## config.mk

```make
export PLATFORM = sky130hd
export DESIGN_NAME = tpu_mmio_sequencer_flat
export DESIGN_NICKNAME = d
export VERILOG_FILES = /design/src/rtl/tpu_mmio_sequencer_if.sv /design/src/rtl/tpu_mmio_sequencer.sv /design/src/flat_wrapper.sv
export SDC_FILE = /design/constraint.sdc
export NUM_CORES = 1
export LEC_CHECK = 0
export BUFFER_PORTS_ARGS = -buffer_cell sky130_fd_sc_hd__buf_4
export CORE_ASPECT_RATIO = 2
export CORE_MARGIN = 4
export CORE_UTILIZATION = 50
export CTS_CLUSTER_DIAMETER = 200
export DETAILED_ROUTE_END_ITERATION = 10
export PLACE_DENSITY_LB_ADDON = 0.05
export SYNTH_ARGS = -nofsm -noshare
export SYNTH_HDL_FRONTEND = slang
export SYNTH_SLANG_ARGS = --single-unit
```

## constraint.sdc

```tcl
create_clock -name clk -period 7.75 [get_ports clk]
set_input_delay 1.55 -clock clk [delete_from_list [all_inputs] [get_ports clk]]
set_output_delay 1.55 -clock clk [all_outputs]
set_load 0.005 [all_outputs]
```

## src/rtl/tpu_mmio_sequencer_if.sv

```systemverilog
// Host MMIO and accelerator register-port signals for tpu_mmio_sequencer.
// The master modport is the environment: the host decode and the accelerator.
interface tpu_mmio_sequencer_if #(
  parameter int unsigned ADDR_W = 16,
  parameter int unsigned DATA_W = 64,
  parameter int unsigned TID_W  = 9
);
  logic              wr_valid;
  logic [ADDR_W-1:0] wr_addr;
  logic [DATA_W-1:0] wr_data;
  logic              rd_valid;
  logic [ADDR_W-1:0] rd_addr;
  logic [TID_W-1:0]  rd_tid;
  logic              acc_wr_en;
  logic              acc_rd_en;
  logic [ADDR_W-1:0] acc_addr;
  logic [DATA_W-1:0] acc_wdata;
  logic [DATA_W-1:0] acc_rdata;
  logic              acc_rd_ack;
  logic              rsp_valid;
  logic [TID_W-1:0]  rsp_tid;
  logic [DATA_W-1:0] rsp_data;
  logic              rsp_timeout;
  logic              wr_drop;
  logic              rd_drop;
  logic              wfifo_full;
  logic              busy;

  modport master (
    output wr_valid, wr_addr, wr_data, rd_valid, rd_addr, rd_tid, acc_rdata, acc_rd_ack,
    input  acc_wr_en, acc_rd_en, acc_addr, acc_wdata, rsp_valid, rsp_tid, rsp_data,
    input  rsp_timeout, wr_drop, rd_drop, wfifo_full, busy
  );

  modport slave (
    input  wr_valid, wr_addr, wr_data, rd_valid, rd_addr, rd_tid, acc_rdata, acc_rd_ack,
    output acc_wr_en, acc_rd_en, acc_addr, acc_wdata, rsp_valid, rsp_tid, rsp_data,
    output rsp_timeout, wr_drop, rd_drop, wfifo_full, busy
  );
endinterface

```

## src/rtl/tpu_mmio_sequencer.sv

```systemverilog
// Orders host MMIO writes (FIFO) and a single pending read onto the tpuv1 register port.
// Optional read timeout is enabled by defining TPU_SEQ_TIMEOUT_EN.
module tpu_mmio_sequencer #(
  parameter int unsigned ADDR_W      = 16,
  parameter int unsigned DATA_W      = 64,
  parameter int unsigned TID_W       = 9,
  parameter int unsigned WFIFO_DEPTH = 4
`ifdef TPU_SEQ_TIMEOUT_EN
  ,
  parameter int unsigned RD_TIMEOUT  = 255
`endif
) (
  input logic                clk,
  input logic                rst_n,
  tpu_mmio_sequencer_if.slave bus
);

  localparam int unsigned PTR_W = $clog2(WFIFO_DEPTH);

  localparam logic [2:0] StIdle      = 3'd0;
  localparam logic [2:0] StWrite     = 3'd1;
  localparam logic [2:0] StReadIssue = 3'd2;
  localparam logic [2:0] StReadWait  = 3'd3;
  localparam logic [2:0] StResp      = 3'd4;

  logic [2:0]        r_state, w_state_nxt;
  logic [ADDR_W-1:0] r_fifo_addr [WFIFO_DEPTH];
  logic [DATA_W-1:0] r_fifo_data [WFIFO_DEPTH];
  logic [PTR_W-1:0]  r_wptr, r_rptr;
  logic [PTR_W:0]    r_count, w_count_nxt;
  logic              w_full, w_push, w_pop, w_wr_drop, w_rd_accept, w_rd_drop;
  logic              r_rd_pending;
  logic [ADDR_W-1:0] r_rd_addr, r_addr_hold, w_acc_addr;
  logic [TID_W-1:0]  r_rd_tid;
  logic [DATA_W-1:0] r_wdata_hold, w_acc_wdata, r_rsp_data;
  logic              r_wr_drop, r_rd_drop;
  logic              w_ack, w_timeout_hit;

  assign w_full      = (r_count == (PTR_W+1)'(WFIFO_DEPTH));
  assign w_pop       = (r_state == StWrite);
  assign w_push      = bus.wr_valid && (!w_full || w_pop);
  assign w_wr_drop   = bus.wr_valid && w_full && !w_pop;
  // The pending read retires in StResp, so a read arriving then may take its place.
  assign w_rd_accept = bus.rd_valid && (!r_rd_pending || (r_state == StResp));
  assign w_rd_drop   = bus.rd_valid && !w_rd_accept;
  assign w_count_nxt = r_count + (PTR_W+1)'(w_push) - (PTR_W+1)'(w_pop);
  assign w_ack       = (r_state == StReadWait) && bus.acc_rd_ack;

`ifdef TPU_SEQ_TIMEOUT_EN
  localparam int unsigned TmrW = ($clog2(RD_TIMEOUT + 1) > 8) ? $clog2(RD_TIMEOUT + 1) : 8;

  logic [TmrW-1:0] r_timer;
  logic            r_timeout;

  assign w_timeout_hit = (r_state == StReadWait) && !bus.acc_rd_ack &&
                         (r_timer == TmrW'(RD_TIMEOUT - 1));

  always_ff @(posedge clk or negedge rst_n) begin
    if (!rst_n) begin
      r_timer   <= '0;
      r_timeout <= 1'b0;
    end else begin
      r_timer <= (r_state == StReadWait) ? r_timer + TmrW'(1) : '0;
      if (w_ack) begin
        r_timeout <= 1'b0;
      end else if (w_timeout_hit) begin
        r_timeout <= 1'b1;
      end
    end
  end

  assign bus.rsp_timeout = r_timeout && (r_state == StResp);
`else
  assign w_timeout_hit   = 1'b0;
  assign bus.rsp_timeout = 1'b0;
`endif

  always_comb begin
    w_state_nxt = r_state;
    case (r_state)
      StIdle: begin
        if (r_count != '0) begin
          w_state_nxt = StWrite;
        end else if (r_rd_pending) begin
          w_state_nxt = StReadIssue;
        end
      end
      StWrite:     w_state_nxt = (w_count_nxt != '0) ? StWrite : StIdle;
      StReadIssue: w_state_nxt = StReadWait;
      StReadWait:  if (w_ack || w_timeout_hit) w_state_nxt = StResp;
      StResp:      w_state_nxt = StIdle;
      default:     w_state_nxt = StIdle;
    endcase
  end

  // Address/data lines show the active transfer and otherwise hold the last one.
  always_comb begin
    w_acc_addr  = r_addr_hold;
    w_acc_wdata = r_wdata_hold;
    if (r_state == StWrite) begin
      w_acc_addr  = r_fifo_addr[r_rptr];
      w_acc_wdata = r_fifo_data[r_rptr];
    end else if (r_state == StReadIssue) begin
      w_acc_addr  = r_rd_addr;
    end
  end

  always_ff @(posedge clk) begin
    if (w_push) begin
      r_fifo_addr[r_wptr] <= bus.wr_addr;
      r_fifo_data[r_wptr] <= bus.wr_data;
    end
  end

  always_ff @(posedge clk or negedge rst_n) begin
    if (!rst_n) begin
      r_state      <= StIdle;
      r_wptr       <= '0;
      r_rptr       <= '0;
      r_count      <= '0;
      r_rd_pending <= 1'b0;
      r_rd_addr    <= '0;
      r_rd_tid     <= '0;
      r_addr_hold  <= '0;
      r_wdata_hold <= '0;
      r_rsp_data   <= '0;
      r_wr_drop    <= 1'b0;
      r_rd_drop    <= 1'b0;
    end else begin
      r_state      <= w_state_nxt;
      r_count      <= w_count_nxt;
      r_addr_hold  <= w_acc_addr;
      r_wdata_hold <= w_acc_wdata;
      r_wr_drop    <= w_wr_drop;
      r_rd_drop    <= w_rd_drop;
      if (w_push) r_wptr <= r_wptr + PTR_W'(1);
      if (w_pop)  r_rptr <= r_rptr + PTR_W'(1);
      if (w_rd_accept) begin
        r_rd_pending <= 1'b1;
        r_rd_addr    <= bus.rd_addr;
        r_rd_tid     <= bus.rd_tid;
      end else if (r_state == StResp) begin
        r_rd_pending <= 1'b0;
      end
      if (w_ack) begin
        r_rsp_data <= bus.acc_rdata;
      end else if (w_timeout_hit) begin
        r_rsp_data <= '1;
      end
    end
  end

  assign bus.acc_wr_en  = (r_state == StWrite);
  assign bus.acc_rd_en  = (r_state == StReadIssue);
  assign bus.acc_addr   = w_acc_addr;
  assign bus.acc_wdata  = w_acc_wdata;
  assign bus.rsp_valid  = (r_state == StResp);
  assign bus.rsp_tid    = r_rd_tid;
  assign bus.rsp_data   = r_rsp_data;
  assign bus.wr_drop    = r_wr_drop;
  assign bus.rd_drop    = r_rd_drop;
  assign bus.wfifo_full = w_full;
  assign bus.busy       = (r_state != StIdle) || (r_count != '0) || r_rd_pending;

endmodule

```

## src/flat_wrapper.sv

```systemverilog
// flat-port wrapper written by rule: the top's interface ports become plain ports
module tpu_mmio_sequencer_flat 
#(
  parameter int unsigned ADDR_W      = 16,
  parameter int unsigned DATA_W      = 64,
  parameter int unsigned TID_W       = 9,
  parameter int unsigned WFIFO_DEPTH = 4

)
  (clk, rst_n, bus_wr_valid, bus_wr_addr, bus_wr_data, bus_rd_valid, bus_rd_addr, bus_rd_tid, bus_acc_rdata, bus_acc_rd_ack, bus_acc_wr_en, bus_acc_rd_en, bus_acc_addr, bus_acc_wdata, bus_rsp_valid, bus_rsp_tid, bus_rsp_data, bus_rsp_timeout, bus_wr_drop, bus_rd_drop, bus_wfifo_full, bus_busy);
  tpu_mmio_sequencer_if #(.ADDR_W(ADDR_W), .DATA_W(DATA_W), .TID_W(TID_W)) bus_i ();
  input logic clk;
  input logic rst_n;
  input wire logic [$bits(bus_i.wr_valid)-1:0] bus_wr_valid;
  input wire logic [$bits(bus_i.wr_addr)-1:0] bus_wr_addr;
  input wire logic [$bits(bus_i.wr_data)-1:0] bus_wr_data;
  input wire logic [$bits(bus_i.rd_valid)-1:0] bus_rd_valid;
  input wire logic [$bits(bus_i.rd_addr)-1:0] bus_rd_addr;
  input wire logic [$bits(bus_i.rd_tid)-1:0] bus_rd_tid;
  input wire logic [$bits(bus_i.acc_rdata)-1:0] bus_acc_rdata;
  input wire logic [$bits(bus_i.acc_rd_ack)-1:0] bus_acc_rd_ack;
  output wire logic [$bits(bus_i.acc_wr_en)-1:0] bus_acc_wr_en;
  output wire logic [$bits(bus_i.acc_rd_en)-1:0] bus_acc_rd_en;
  output wire logic [$bits(bus_i.acc_addr)-1:0] bus_acc_addr;
  output wire logic [$bits(bus_i.acc_wdata)-1:0] bus_acc_wdata;
  output wire logic [$bits(bus_i.rsp_valid)-1:0] bus_rsp_valid;
  output wire logic [$bits(bus_i.rsp_tid)-1:0] bus_rsp_tid;
  output wire logic [$bits(bus_i.rsp_data)-1:0] bus_rsp_data;
  output wire logic [$bits(bus_i.rsp_timeout)-1:0] bus_rsp_timeout;
  output wire logic [$bits(bus_i.wr_drop)-1:0] bus_wr_drop;
  output wire logic [$bits(bus_i.rd_drop)-1:0] bus_rd_drop;
  output wire logic [$bits(bus_i.wfifo_full)-1:0] bus_wfifo_full;
  output wire logic [$bits(bus_i.busy)-1:0] bus_busy;
  assign bus_i.wr_valid = bus_wr_valid;
  assign bus_i.wr_addr = bus_wr_addr;
  assign bus_i.wr_data = bus_wr_data;
  assign bus_i.rd_valid = bus_rd_valid;
  assign bus_i.rd_addr = bus_rd_addr;
  assign bus_i.rd_tid = bus_rd_tid;
  assign bus_i.acc_rdata = bus_acc_rdata;
  assign bus_i.acc_rd_ack = bus_acc_rd_ack;
  assign bus_acc_wr_en = bus_i.acc_wr_en;
  assign bus_acc_rd_en = bus_i.acc_rd_en;
  assign bus_acc_addr = bus_i.acc_addr;
  assign bus_acc_wdata = bus_i.acc_wdata;
  assign bus_rsp_valid = bus_i.rsp_valid;
  assign bus_rsp_tid = bus_i.rsp_tid;
  assign bus_rsp_data = bus_i.rsp_data;
  assign bus_rsp_timeout = bus_i.rsp_timeout;
  assign bus_wr_drop = bus_i.wr_drop;
  assign bus_rd_drop = bus_i.rd_drop;
  assign bus_wfifo_full = bus_i.wfifo_full;
  assign bus_busy = bus_i.busy;
  tpu_mmio_sequencer #(.ADDR_W(ADDR_W), .DATA_W(DATA_W), .TID_W(TID_W), .WFIFO_DEPTH(WFIFO_DEPTH)) u_core (.clk(clk), .rst_n(rst_n), .bus(bus_i));
endmodule
```

**After elaboration in Yosys (flattened, before gate mapping)**

Memory sizes are Yosys's and may differ from the RTL's.
Index checks and enable logic that the tools add are counted.
W data, S select, Z words.

- Add/sub/neg operators: 4
- Equality and inequality tests: 7
- Multiplexer cells: 12
- Reduce and logical (&&, ||, !) cells: 20

Operator list:

| cell | count |
|---|---|
| $mux W64 | 1 |
| $mux W16 | 2 |
| $pmux W3 S4 | 1 |
| $mux W3 | 3 |
| $reduce_bool A3 Y1 | 3 |
| $eq A3 B2 Y1 const B | 2 |
| $eq A3 B3 Y1 const B | 2 |
| $logic_and A1 B1 Y1 | 6 |
| $mux W1 | 5 |
| $add A2 B1 Y2 const B | 2 |
| $logic_not A1 Y1 | 4 |
| $logic_or A1 B1 Y1 | 4 |
| $add A3 B1 Y3 | 1 |
| $eq A3 B1 Y1 const B | 1 |
| $logic_not A3 Y1 | 1 |
| $ne A3 B1 Y1 const B | 1 |
| $sub A3 B1 Y3 | 1 |
| $ne A2 B1 Y1 const B | 1 |
| $reduce_and A2 Y1 | 1 |
| $reduce_bool A2 Y1 | 1 |

- Register bits after elaboration: 182
- Memory bits (writable): 320
- Memories kept: 2

Memory list:

| name | words | width | read ports | clocked after memory_dff | wr ports | RTL line | RTL |
|---|---|---|---|---|---|---|---|
| u_core.r_fifo_data | 4 | 64 | 1 | 0 | 1 | tpu_mmio_sequencer.sv:28 | `logic [DATA_W-1:0] r_fifo_data [WFIFO_DEPTH];` |
| u_core.r_fifo_addr | 4 | 16 | 1 | 0 | 1 | tpu_mmio_sequencer.sv:27 | `logic [ADDR_W-1:0] r_fifo_addr [WFIFO_DEPTH];` |

**Logic depth before layout (Yosys ltp)**

- Depth after elaboration: 9
- Mapped depth: 11

**Worst setup path after synthesis**

No wires, ideal clock.

- Kind: input to register
- Start: input port bus_wr_valid
- End: memory u_core.r_fifo_addr[0][0], enable pin
- Data arrival time: 3680 ps
- Required time: 7303 ps
- Slack: 3623 ps
- Stages on the path: 2
- Buffers on the path: 0
- Cells stage by stage: a21boi_4 > and2_1

- Cells in the longest elaborated chain, start to end: 3

Ends and longest elaborated chain:

| element | RTL line | RTL |
|---|---|---|
| from (decl) | flat_wrapper.sv:14 | `input wire logic [$bits(bus_i.wr_valid)-1:0] bus_wr_valid;` |
| $logic_and A1 B1 Y1 | tpu_mmio_sequencer.sv:41 | `assign w_push = bus.wr_valid && (!w_full \|\| w_pop);` |
| $mux W1 | tpu_mmio_sequencer.sv:109 | `if (w_push) begin` |
| $mux W1 (implied by the code) | tpu_mmio_sequencer.sv:110 | `r_fifo_addr[r_wptr] <= bus.wr_addr;` |
| to (decl) | tpu_mmio_sequencer.sv:27 |  |

Every way passes these cells.

**Worst setup path in the final report**

- Start: register u_core.r_state[0]
- End: output port bus_acc_wdata[12]

- Cells in the longest elaborated chain, start to end: 2

Ends and longest elaborated chain:

| element | RTL line | RTL |
|---|---|---|
| from (decl) | tpu_mmio_sequencer.sv:26 | `logic [2:0] r_state, w_state_nxt;` |
| from (signal assigned) | tpu_mmio_sequencer.sv:117 | `r_state <= StIdle;` |
| from (signal assigned) | tpu_mmio_sequencer.sv:130 | `r_state <= w_state_nxt;` |
| $eq A3 B1 Y1 | tpu_mmio_sequencer.sv:100 | `if (r_state == StWrite) begin` |
| $mux W64 | tpu_mmio_sequencer.sv:100 |  |
| to (decl) | flat_wrapper.sv:25 | `output wire logic [$bits(bus_i.acc_wdata)-1:0] bus_acc_wdata;` |

Every way passes these cells.

==> reports/summary.txt <==
===============================================================================================
Fill cell instance count of the final layout                                               2696
Via count of the first global-routing pass                                                10651
Largest net degree at the start of global routing                                            80
Register Area                                                                         14200 µm²
Type of the worst setup path                                                       flip-flop to primary output
Worst r2r path cells                                                                         10
Setup slack on the worst flop-to-flop path                                              3630 ps
Clock input transition at the sequential cells of the worst setup and hold paths          60 ps
I/O pin total                                                                               335
Post-synthesis to final-layout area growth                                                23.7%
Achievable Freq                                                                         212 MHz
Global-route congestion overflow total                                                        0
IO Port Bufs                                                                                333
Placed cell count                                                                          1760
Number of remaining DRC errors                                                                0
Hold-fix buffer count after cts                                                               0
Die Span X                                                                               144 µm
Cell-internal power                                                                     6.59 mW
Cell breakdown of the critical path                                                or3b_4, clkinv_2, buf_4, nand2_1, nand2_1, buf_4
DR WL/cell                                                                              21.5 µm
Area occupied by multi-input gates                                                     4190 µm²
Worst hold path endpoint                                                           u_core.r_wdata_hold[42]
Worst hold margin                                                                        469 ps
Worst rel slew slack                                                                      38.9%
Core Area                                                                             36700 µm²
Max clock buf depth                                                                           3
Effective utilization at floorplan                                                        50.7%
Combinational group share of total power                                                  34.6%
Fraction of power spent switching nets                                                    30.4%
Status                                                                             finished clean
Buf/Inv on CP                                                                                 3
Slew of the pin with the lowest slew margin                                              916 ps
Mapped Area                                                                           18600 µm²
Start point of the worst hold path                                                 u_core.r_wdata_hold[42]
Max-cap violations                                                                            0
Highest fanout seen on the critical path                                                     69
Synthesized area divided by synthesized cell count                                     18.5 µm²
Crit path arrival time                                                                  3170 ps
Antenna Violating Nets Remaining                                                              0
Longest individual stage delay on the worst path                                         770 ps
Clock network fraction of design power                                                    22.6%
Cells after Synth                                                                          1007
Origin of the critical flop-to-flop path                                           u_core.r_state[0]
Final slew viol count                                                                         0
Post-layout net count                                                                      1533
Flops & latches, synth                                                                      502
Path category of the worst min-delay check                                         flip-flop to flip-flop
Number of buffers inserted by post-CTS setup repair                                           0
Power share of the sequential group                                                       42.7%
Sequential element share of the synthesized area                                          76.1%
Reported leakage power                                                                  9.42 nW
Post-cts resize count                                                                         0
Most area-consuming cells after synthesis                                          sky130_fd_sc_hd__edfxtp_1 52%, sky130_fd_sc_hd__dfrtp_1 24%, sky130_fd_sc_hd__mux4_2 9.7%
Type of element capturing the critical path                                        primary output
Placement row count                                                                          99
Clock tree from TritonCTS                                                                 built
Vias after detailed routing                                                                9705
Fin. Hold Viols                                                                               0
First drt pass iteration count                                                                4
Startpoint types                                                                      flip-flop
Sum of routed wire length over all layers                                               39.6 mm
Crit path max-delay family                                                         buffers and inverters
Total Routing Usage GR                                                                    19.7%
Clk sink count                                                                              502
Master cell of the clock root buffer                                               sky130_fd_sc_hd__clkbuf_16
Clock latency on the worst-skew pair                                                     540 ps
Post-synth cell types                                                                        37
Sum of negative setup slack                                                                0 ps
Die outline area                                                                      40500 µm²
Worst Path Required                                                                     6200 ps
Switching pwr                                                                           2.88 mW
Die H                                                                                    281 µm
Number of clock buffers inserted by TritonCTS                                                44
Initial antenna violation count                                                               3
Initial DRC Count                                                                           454
Time the final worst path needs with I/O delays and setup                               4720 ps
Power density cells                                                                  412 nW/µm²
Slowest cell on the critical path                                                  sky130_fd_sc_hd__buf_4
RSZ-0062 raised after global routing                                                         no
Number of standard cells in the final layout excluding fillers                             1843
Vias per Instance                                                                          5.27
Nets in the synthesized netlist                                                            1188
Layout cells sized above 1                                                                43.1%
Count of yosys warnings during synthesis                                                      0
Final weighted congestion in routability-driven placement                                 0.728
Half-perimeter wire length after placement                                              25.1 mm
Final setup skew                                                                        10.1 ps
Top cell type by total area after synthesis                                        sky130_fd_sc_hd__edfxtp_1
Worst IR drop on VDD                                                                     412 µV
Area share of the leading cell type in the synthesized netlist                            51.6%
Share of the clock period used by the worst path                                          60.9%
# setup viols final                                                                           0
Number of H-tree levels                                                                       2
Worst flop-to-flop path endpoint                                                   u_core.r_state[0]
First-pass GRT wire length                                                              60.6 mm
Cell depth of the worst hold path                                                             2
===============================================================================================
## synthesized netlist by cell type, drive strengths merged
| master | n |
|---|---|
| a21bo | 1 |
| a21boi | 1 |
| a222oi | 1 |
| a22o | 1 |
| and2 | 4 |
| and2b | 1 |
| and3 | 1 |
| buf | 39 |
| clkbuf | 9 |
| clkinv | 1 |
| conb | 1 |
| dfrtp | 182 |
| edfxtp | 320 |
| fa | 1 |
| ha | 6 |
| inv | 8 |
| mux2 | 90 |
| mux2i | 16 |
| mux4 | 80 |
| nand2 | 211 |
| nand3 | 1 |
| nor2b | 1 |
| nor3 | 1 |
| nor3b | 4 |
| o21ai | 17 |
| o21bai | 1 |
| or2 | 1 |
| or3 | 1 |
| or3b | 1 |
| xnor2 | 4 |
| xor2 | 1 |
## power by group through the flow
stage | registers, mW | logic, mW | clock network (mW)
detailed placement | 4.12 | 3.37 | 0
CTS | 4.06 | 3.39 | 2.21
global route | 4.14 | 3.63 | 2.32
floorplan | 3.98 | 1.85 | 0
finish | 4.05 | 3.28 | 2.15
global placement | 4.08 | 3.34 | 0
## cell type report
| cell class | count | share of cell area [%] |
|---|---|---|
| Timing Repair Buffer | 347 | 11.3 |
| Sequential cell | 502 | 61.6 |
| Inverter | 9 | 0.152 |
| Multi-Input combinational cell | 448 | 18.2 |
| Tap cell | 454 | 2.47 |
| Clock buffer | 65 | 5.76 |
| Antenna cell | 3 | 0.0326 |
| Clock inverter | 15 | 0.462 |
## per-layer routing
| layer | up-vias | GRT usage, % | share of wire, % |
|---|---|---|---|
| met5 | - | 0 | 0 |
| met4 | 0 | 6.30 | 2.3 |
| met3 | 58 | 4.07 | 6.4 |
| met2 | 292 | 35.2 | 54 |
| met1 | 4928 | 23.6 | 38 |
| li1 | 4427 | - | - |
## worst max path at each step
stage,from,to,slack [ps],cells past startpoint
CTS,u_core.r_state[0],bus_acc_wdata[12],2940,6
detailed placement,u_core.r_rptr[0],bus_acc_addr[4],3540,5
floorplan,bus_wr_valid,u_core.r_fifo_addr[0][0],3620,2
global placement,u_core.r_rptr[0],bus_acc_wdata[49],3580,5
global route,u_core.r_state[0],bus_acc_wdata[12],2780,6
finish,u_core.r_state[0],bus_acc_wdata[12],3030,6
## flip-flops by register name (all words and copies together), names as in the netlist
register	flops
u_core.bus.rsp_tid	9
u_core.bus.wr_drop	1
u_core.r_fifo_addr	64
u_core.r_count	3
u_core.r_rptr	2
u_core.r_state	3
u_core.bus.rsp_data	64
u_core.r_fifo_data	256
u_core.r_addr_hold	16
u_core.r_rd_pending	1
u_core.r_wdata_hold	64
u_core.r_rd_addr	16
u_core.bus.rd_drop	1
u_core.r_wptr	2
## cell families (layout without fill, tap and decap cells)
logic type	count (synthesis)	in the layout	share of synthesized area (%)
flops	502	502	76.1
simple gates	227	227	4.86
mux	186	186	16.0
buf+inv	57	436	1.49
compound gates	22	22	0.773
fa+ha+maj	7	7	0.511
xor+xnor	5	5	0.235
other cells	1	4	0.0202
## cell usage in the layout, fill, tap and decap left out, types with 6 or more instances in the layout
cell type / Yosys / final
sky130_fd_sc_hd__buf_4: 3 / 346
sky130_fd_sc_hd__edfxtp_1: 320 / 320
sky130_fd_sc_hd__nand2_1: 211 / 211
sky130_fd_sc_hd__dfrtp_1: 182 / 180
sky130_fd_sc_hd__mux2_2: 89 / 89
sky130_fd_sc_hd__mux4_2: 80 / 80
sky130_fd_sc_hd__clkbuf_16: 0 / 48
sky130_fd_sc_hd__mux2i_1: 16 / 16
sky130_fd_sc_hd__o21ai_0: 16 / 16
sky130_fd_sc_hd__clkbuf_1: 9 / 10
sky130_fd_sc_hd__inv_1: 8 / 8
sky130_fd_sc_hd__clkinv_2: 1 / 7
sky130_fd_sc_hd__clkbuf_8: 0 / 7
sky130_fd_sc_hd__ha_1: 6 / 6
## worst reg2reg max path, stage by stage, from the launching register on
cell                       delay, ps
sky130_fd_sc_hd__dfrtp_1         460
sky130_fd_sc_hd__or3b_4          570
sky130_fd_sc_hd__clkinv_2        340
sky130_fd_sc_hd__buf_4           790
sky130_fd_sc_hd__ha_1            390
sky130_fd_sc_hd__inv_1            60
sky130_fd_sc_hd__ha_1            170
sky130_fd_sc_hd__fa_1            440
sky130_fd_sc_hd__or2_2           310
sky130_fd_sc_hd__a222oi_1        240
sky130_fd_sc_hd__a21bo_2         260
## per-stage QoR
stage	util, %	instance area (µm²)	worst slack (ps)	power [mW]
final	62.8	23000	3030	9.48
after global routing	62.8	23000	2780	10.1
after CTS	62.7	23000	2940	9.67
after detailed placement	58.8	21600	3540	7.49
after global placement	58.8	21600	3580	7.42
after floorplan	-	18600	3620	5.83
Note: power is estimated with default switching activity, not from simulation.
